$ cat src/rtl/sobel_pkg.sv
// Shared types and lane helpers for the Sobel edge packer.
// Three 8-bit magnitude lanes live above an always-zero low byte in each 32-bit word.
package sobel_pkg;

  localparam int DATAWIDTH   = 32;
  localparam int MEMORYWIDTH = 8;
  localparam int PIXEL       = 3;
  localparam int LANE_BASE   = MEMORYWIDTH;
  localparam int LANE_STRIDE = MEMORYWIDTH;

  typedef enum logic [1:0] {
    IDLE = 2'd0,
    ROW  = 2'd1,
    HOLD = 2'd2
  } state_e;

  function automatic logic [MEMORYWIDTH-1:0] lane_extract(
    input logic [DATAWIDTH-1:0] data,
    input int                   lane
  );
    return data[LANE_BASE + lane*LANE_STRIDE +: MEMORYWIDTH];
  endfunction

  // pass=0 gives a binary edge map, pass=1 keeps the magnitude of edge pixels.
  function automatic logic [MEMORYWIDTH-1:0] lane_threshold(
    input logic [MEMORYWIDTH-1:0] mag,
    input logic [MEMORYWIDTH-1:0] thr,
    input logic                   pass
  );
    if (mag < thr) return '0;
    return pass ? mag : '1;
  endfunction

endpackage

$ cat src/rtl/axis_skid_buffer.sv
// One output register plus one skid entry, with a registered input ready.
// 'block' lets the owner close the input side without losing buffered beats.
module axis_skid_buffer #(
  parameter int WIDTH = 8
) (
  input  logic             clk,
  input  logic             ARESET,
  input  logic [WIDTH-1:0] s_data,
  input  logic             s_valid,
  output logic             s_ready,
  input  logic             block,
  output logic [WIDTH-1:0] m_data,
  output logic             m_valid,
  input  logic             m_ready
);

  logic [WIDTH-1:0] skid_data;
  logic             skid_valid;
  logic             skid_valid_d;
  logic             in_fire;
  logic             out_load;

  assign in_fire  = s_valid && s_ready;
  assign out_load = !m_valid || m_ready;

  // Ready never rises while the skid holds a beat, so a load of the output
  // register can never coincide with a new beat landing in the skid.
  always_comb begin
    skid_valid_d = skid_valid;
    if (out_load)     skid_valid_d = 1'b0;
    else if (in_fire) skid_valid_d = 1'b1;
  end

  always_ff @(posedge clk) begin
    if (ARESET) begin
      // NOTE: payload registers are reset too, so the stream data reads 0 in reset.
      skid_data  <= '0;
      skid_valid <= 1'b0;
      m_data     <= '0;
      m_valid    <= 1'b0;
      s_ready    <= 1'b0;
    end else begin
      skid_valid <= skid_valid_d;
      s_ready    <= !skid_valid_d && !block;
      if (out_load) begin
        if (skid_valid) begin
          m_data  <= skid_data;
          m_valid <= 1'b1;
        end else if (in_fire) begin
          m_data  <= s_data;
          m_valid <= 1'b1;
        end else begin
          m_valid <= 1'b0;
        end
      end else if (in_fire) begin
        skid_data <= s_data;
      end
    end
  end

endmodule

$ cat src/rtl/sobel_edge_packer.sv
// Thresholds Sobel magnitudes per row, repacks them for the S2MM stream and
// publishes per-row edge statistics, a row/frame counter and status LEDs.
module sobel_edge_packer
  import sobel_pkg::*;
#(
  parameter int CNTWIDTH       = 16,
  parameter int ROWS_PER_FRAME = 480
) (
  input  logic                   clk,
  input  logic                   ARESET,
  input  logic [DATAWIDTH-1:0]   S_AXIS_TDATA,
  input  logic                   S_AXIS_TLAST,
  input  logic                   S_AXIS_TVALID,
  output logic                   S_AXIS_TREADY,
  output logic [DATAWIDTH-1:0]   M_AXIS_TDATA,
  output logic                   M_AXIS_TLAST,
  output logic                   M_AXIS_TVALID,
  input  logic                   M_AXIS_TREADY,
  input  logic [MEMORYWIDTH-1:0] THRESHOLD,
  input  logic                   MODE,
  output logic [CNTWIDTH-1:0]    ROW_EDGE_COUNT,
  output logic [CNTWIDTH-1:0]    ROW_BEATS,
  output logic                   ROW_DONE,
  output logic [CNTWIDTH-1:0]    ROW_INDEX,
  output logic                   FRAME_DONE,
  output logic [3:0]             LED
);

  localparam int                  INC_W    = $clog2(PIXEL + 1);
  localparam logic [CNTWIDTH-1:0] LAST_ROW = CNTWIDTH'(ROWS_PER_FRAME - 1);

  state_e                 state, state_d;
  logic                   s_fire, m_last_fire;
  logic [MEMORYWIDTH-1:0] thr_q, thr_eff, lane_m;
  logic                   mode_q, mode_eff;
  logic [DATAWIDTH-1:0]   pix_data;
  logic [INC_W-1:0]       edge_inc;
  logic [CNTWIDTH-1:0]    edge_run, beat_run;
  logic [CNTWIDTH:0]      edge_sum, beat_sum;
  logic                   sat_flag, frame_led;
  logic [DATAWIDTH:0]     m_payload;

  assign s_fire      = S_AXIS_TVALID && S_AXIS_TREADY;
  assign m_last_fire = M_AXIS_TVALID && M_AXIS_TREADY && M_AXIS_TLAST;

  // The first beat of a row is seen in IDLE and must already use the live settings.
  assign thr_eff  = (state == IDLE) ? THRESHOLD : thr_q;
  assign mode_eff = (state == IDLE) ? MODE      : mode_q;

  always_comb begin
    // NOTE: every variable gets a default first so no path can infer a latch.
    pix_data = '0;
    edge_inc = '0;
    lane_m   = '0;
    for (int j = 0; j < PIXEL; j++) begin
      lane_m = lane_extract(S_AXIS_TDATA, j);
      pix_data[LANE_BASE + j*LANE_STRIDE +: MEMORYWIDTH] = lane_threshold(lane_m, thr_eff, mode_eff);
      edge_inc = edge_inc + INC_W'(lane_m >= thr_eff);
    end
  end

  always_comb begin
    state_d = state;
    case (state)
      IDLE:    if (s_fire) state_d = S_AXIS_TLAST ? HOLD : ROW;
      ROW:     if (s_fire && S_AXIS_TLAST) state_d = HOLD;
      HOLD:    if (m_last_fire) state_d = IDLE;
      default: state_d = IDLE;
    endcase
  end

  axis_skid_buffer #(
    .WIDTH (DATAWIDTH + 1)
  ) u_skid (
    .clk     (clk),
    .ARESET  (ARESET),
    .s_data  ({pix_data, S_AXIS_TLAST}),
    .s_valid (S_AXIS_TVALID),
    .s_ready (S_AXIS_TREADY),
    .block   (state_d == HOLD),
    .m_data  (m_payload),
    .m_valid (M_AXIS_TVALID),
    .m_ready (M_AXIS_TREADY)
  );

  assign M_AXIS_TDATA = m_payload[DATAWIDTH:1];
  assign M_AXIS_TLAST = m_payload[0];

  assign edge_sum = {1'b0, edge_run} + (CNTWIDTH+1)'(edge_inc);
  assign beat_sum = {1'b0, beat_run} + (CNTWIDTH+1)'(1);

  always_ff @(posedge clk) begin
    if (ARESET) begin
      state          <= IDLE;
      thr_q          <= '0;
      mode_q         <= 1'b0;
      edge_run       <= '0;
      beat_run       <= '0;
      ROW_EDGE_COUNT <= '0;
      ROW_BEATS      <= '0;
      ROW_INDEX      <= '0;
      ROW_DONE       <= 1'b0;
      FRAME_DONE     <= 1'b0;
      sat_flag       <= 1'b0;
      frame_led      <= 1'b0;
    end else begin
      state      <= state_d;
      ROW_DONE   <= 1'b0;
      FRAME_DONE <= 1'b0;
      if (s_fire && state == IDLE) begin
        thr_q  <= THRESHOLD;
        mode_q <= MODE;
      end
      // Input is closed in HOLD, so row close-out and beat counting never overlap.
      if (m_last_fire) begin
        ROW_EDGE_COUNT <= edge_run;
        ROW_BEATS      <= beat_run;
        edge_run       <= '0;
        beat_run       <= '0;
        ROW_DONE       <= 1'b1;
        if (ROW_INDEX == LAST_ROW) begin
          ROW_INDEX  <= '0;
          FRAME_DONE <= 1'b1;
          frame_led  <= !frame_led;
        end else begin
          ROW_INDEX <= ROW_INDEX + 1'b1;
        end
      end else if (s_fire) begin
        edge_run <= edge_sum[CNTWIDTH] ? '1 : edge_sum[CNTWIDTH-1:0];
        beat_run <= beat_sum[CNTWIDTH] ? '1 : beat_sum[CNTWIDTH-1:0];
        if (edge_sum[CNTWIDTH] || beat_sum[CNTWIDTH]) sat_flag <= 1'b1;
      end
    end
  end

  assign LED = {sat_flag, frame_led, state == HOLD, state == ROW};

endmodule

$ cat config.mk
export PLATFORM = sky130hd
export DESIGN_NAME = sobel_edge_packer
export DESIGN_NICKNAME = d
export VERILOG_FILES = /design/src/rtl/sobel_pkg.sv /design/src/rtl/axis_skid_buffer.sv /design/src/rtl/sobel_edge_packer.sv
export SDC_FILE = /design/constraint.sdc
export NUM_CORES = 1
export LEC_CHECK = 0
export ABC_AREA = 1
export BUFFER_PORTS_ARGS = -buffer_cell sky130_fd_sc_hd__buf_2
export CAP_MARGIN = 20
export CORE_UTILIZATION = 30
export DETAILED_ROUTE_END_ITERATION = 8
export GPL_ROUTABILITY_DRIVEN = 0
export PLACE_DENSITY = 0.48
export SLEW_MARGIN = 20
export SYNTH_ARGS = -nofsm -noshare
export SYNTH_HDL_FRONTEND = slang
export SYNTH_SLANG_ARGS = --single-unit
$ cat constraint.sdc
create_clock -name clk -period 5.2 [get_ports clk]
set_input_delay 0.26 -clock clk [delete_from_list [all_inputs] [get_ports clk]]
set_output_delay 0.26 -clock clk [all_outputs]
set_load 0.02 [all_outputs]
==> parameters.txt <==
Parameter                              Value

Power and ir drop
  Power per cell area ... 327 mW/mm^2
  Peak ir drop on the vdd network ... 0.000139 V
  P_leak ... 3.99 nW
  Post-layout total power ... 2.81 mW

Die
  Initial core utilization ... 30.6%
  Area enclosed by the die boundary ... 0.0245 mm^2
  Core Rows ... 56
  Overall die width ... 157 um
  Die height ... 157 um
  Core outline area ... 0.0235 mm^2
  Num ports ... 135

Critical path
  Critical path's largest stage delay ... 0.52 ns
  Critical path data arrival time ... 4.98 ns
  CP Launch Type ... flip-flop
  R2R Path End ... sat_flag$_SDFFE_PP0P_
  Number of cell instances on the worst register-to-register path ... 17
  Launch instance of the worst register-to-register path ... state[1]$_SDFF_PP0_
  Category of the worst setup path capture point ... flip-flop
  Classification of the worst setup path ... reg -> reg
  Register-to-register setup slack ... 0.59 ns
  Cell type of the slowest stage on the worst timing path ... nand4_1
  Critical path data required time ... 5.57 ns
  Critical-path cell list ... nor2_4 -> mux2i_1 -> ha_1 -> a21oi_1 -> nor2_1 -> a211oi_1 -> nand2_4 -> a31oi_1 -> fa_1 -> inv_1 -> ha_1 -> fa_1 -> nand2_1 -> nor3_2 -> nand4_1 -> a21oi_1 -> a21o_1
  Maximum fanout encountered on the critical timing path ... 12

STA
  Share of the clock period used by the worst path ... 88.7%
  Remaining max-slew budget at the tightest pin ... 35.3%
  Final setup vio count ... 0
  Unrepaired setup endpoints after global routing ... no
  Worst Tran Pin Value ... 0.967 ns
  Max Clock Freq ... 217 MHz
  Final worst path period need ... 4.61 ns
  Final Max Slew Viols ... 0
  Clock Skews ... 0.0102 ns
  TNS Setup ... 0 ns
  Hold Slack ... 0.0946 ns
  Final hold violation count ... 0

Global route
  Via count of the first global-routing pass ... 5747
  Sum of overflow across all layers after global routing ... 0
  Antenna violations before repair ... 0
  Largest net degree at the start of global routing ... 51
  Total global routing track utilization ... 15.4%
  First-pass GRT wire length ... 29500 um

Clocking
  Maximum buffer depth of the clock tree ... 2
  # H-tree levels ... 4
  Number of buffers inserted to repair setup after CTS ... 0
  Clock sink total ... 148
  Total of hold buffers inserted after clock tree synthesis ... 0
  Clk pin slew, worst setup/hold paths ... 0.06 ns
  TritonCTS clock tree ... built
  Clock tree root driver cell ... clkbuf_16
  Resize count post-CTS ... 0
  Inserted Clock Buffers ... 17
  Source-to-sink clock delay at the later pin of the worst-skew pair ... 0.42 ns

Placed design
  Placed wire-length estimate ... 13100 um
  Port Buf Inserts ... 118
  Placed insts ... 1385

Routing
  Violation count after the first detailed-route iteration ... 281
  Detailed-routing iteration count for the pre-antenna-repair pass ... 5
  Vias per inst ... 4.50
  Routed via count ... 6368
  Detail-routed net length per standard cell ... 12.9 um
  Routed wire length ... 18300 um
  DRC viols ... 0
  Antenna-violating nets left ... 0

Logic synthesis
  Number of enable-type register cells in the synthesized netlist ... 0
  Post-synthesis adder-cell area fraction ... 4.57%
  Main combinational cell family by area after synthesis ... simple AND/OR/NAND/NOR gates
  Library cells used by synthesis ... 47
  Cell taking the most area after synthesis ... dfxtp_1
  Synthesized cell area ... 0.00717 mm^2
  Post-Synth XOR/XNOR Area ... 1.46%
  Multiplexer share of the synthesized area ... 0.279%
  Primary flip-flop cell chosen by synthesis mapping ... dfxtp_1
  Synthesized-area fraction occupied by ao, oa, aoi and oai cells ... 16.6%
  Number of instances in the synthesized netlist ... 983
  Syn Area/Cell ... 7.30 um^2
  Fraction of registers with async set/reset ... 0%
  Synth top area cells ... dfxtp_1 41%, nand2_1 12%, o21ai_0 5.7%
  Simple logic cell fraction of the synthesized area ... 26.7%
  Seq/Total Area, Yosys ... 41.3%
  Seq cells post-synth ... 148
  Yosys top cell area share ... 41.3%
  Warning count from the yosys run ... 0

Finish
  Count of antenna diodes in the layout ... 0
  Final core area utilization ... 36.6%
  Fraction of final layout cells with drive strength greater than 1 ... 21.7%
  Nets ... 1156
  Most common library cell in the layout ignoring fill and taps ... nand2_1
  Final Non-Filler Cells ... 1416
  Area growth, synth to finish ... 19.8%
  Highest-count cells in the layout ignoring fill and taps ... 232 x nand2_1, 148 x dfxtp_1, 118 x buf_2

Min path
  Sink of the worst hold path ... mode_q$_SDFFE_PP0P_
  Hold Crit Class ... in -> reg
  Origin of the worst min-delay path ... MODE
  Hold-critical path depth ... 3

Outcome
  Outcome ... completed

Run
  Max capacitance violation total ... 0
-- through the flow --
| stage | worst slack, ns | instance area, um^2 |
|---|---|---|
| after detailed placement | 0.540 | 8010 |
| after CTS | 0.513 | 8600 |
| after floorplan | 1.33 | 7200 |
| final | 0.589 | 8600 |
| after global routing | 0.157 | 8600 |
| after global placement | 0.626 | 8010 |
-- flip-flops by register name, indices dropped and copies added (netlist names) --
register and count:
frame_led 1, ROW_INDEX 16, thr_q 8, ROW_BEATS 16, u_skid.m_data 25, ROW_EDGE_COUNT 16
beat_run 16, ROW_DONE 1, FRAME_DONE 1, state 2, sat_flag 1, u_skid.skid_data 25
edge_run 16, u_skid.s_ready 1, u_skid.skid_valid 1, u_skid.m_valid 1, mode_q 1
-- layout make-up --
cell class | count | area [um^2]
clock buffers | 19 | 443
well taps | 319 | 399
clock inverters | 12 | 145
inverters | 109 | 409
flip-flops and latches | 148 | 2960
repair buffers | 125 | 643
multi-input cells | 684 | 3590
fillers | 2532 | 14900
-- cell families (layout without fill, tap and decap cells) --
kind of cell               Yosys count  count (layout)
xor gates and xnor gates            12              12
and+or+nand+nor                    435             435
buffers and inverters              158             265
muxes                                2               2
DFF                                148             148
other                                1               8
AOI/OAI and AO/OA                  202             202
adders and majority gates           25              25
-- metal layers --
| layer | GRT usage, % | part of all wire [%] |
|---|---|---|
| met4 | 4.20 | 0.78 |
| met1 | 21.6 | 51 |
| met2 | 23.7 | 44 |
| met5 | 0 | 0 |
| met3 | 3.38 | 3.7 |
-- synth_stat cells (all sizes together), types with 8 or more instances --
| master | count |
|---|---|
| a211oi | 12 |
| a21oi | 82 |
| a31oi | 8 |
| buf | 20 |
| clkbuf | 29 |
| dfxtp | 148 |
| ha | 23 |
| inv | 108 |
| nand2 | 267 |
| nand3 | 25 |
| nand4 | 8 |
| nor2 | 112 |
| nor3 | 16 |
| o21ai | 86 |
| xor2 | 10 |
-- worst max path at each step --
stage | cells past startpoint | endpoint | slack, ns | from
detailed placement | 18 | sat_flag$_SDFFE_PP0P_ | 0.54 | state[0]$_SDFF_PP0_
global route | 18 | sat_flag$_SDFFE_PP0P_ | 0.16 | state[0]$_SDFF_PP0_
finish | 17 | sat_flag$_SDFFE_PP0P_ | 0.59 | state[1]$_SDFF_PP0_
CTS | 18 | sat_flag$_SDFFE_PP0P_ | 0.51 | state[0]$_SDFF_PP0_
global placement | 18 | sat_flag$_SDFFE_PP0P_ | 0.63 | state[0]$_SDFF_PP0_
floorplan | 24 | edge_run[11]$_SDFFE_PP0P_ | 1.33 | state[0]$_SDFF_PP0_
-- worst max-delay path: cells and delay by family (launching register included) --
family                   cells  cell delay [ns]
adder cells (fa/ha/maj)      4             1.20
buffers and inverters        1             0.07
AO/OA/AOI/OAI                5             1.09
flip-flops                   1             0.37
AND/OR/NAND/NOR              6             1.36
multiplexers                 1             0.46
-- report_power, final --
part	switching, mW	total [mW]	internal (mW)
sequential	0.0167	1.18	1.16
combinational	0.269	0.399	0.130
clock	0.509	1.23	0.726
total	0.795	2.81	2.02
Power figures use the tool's default switching activity.
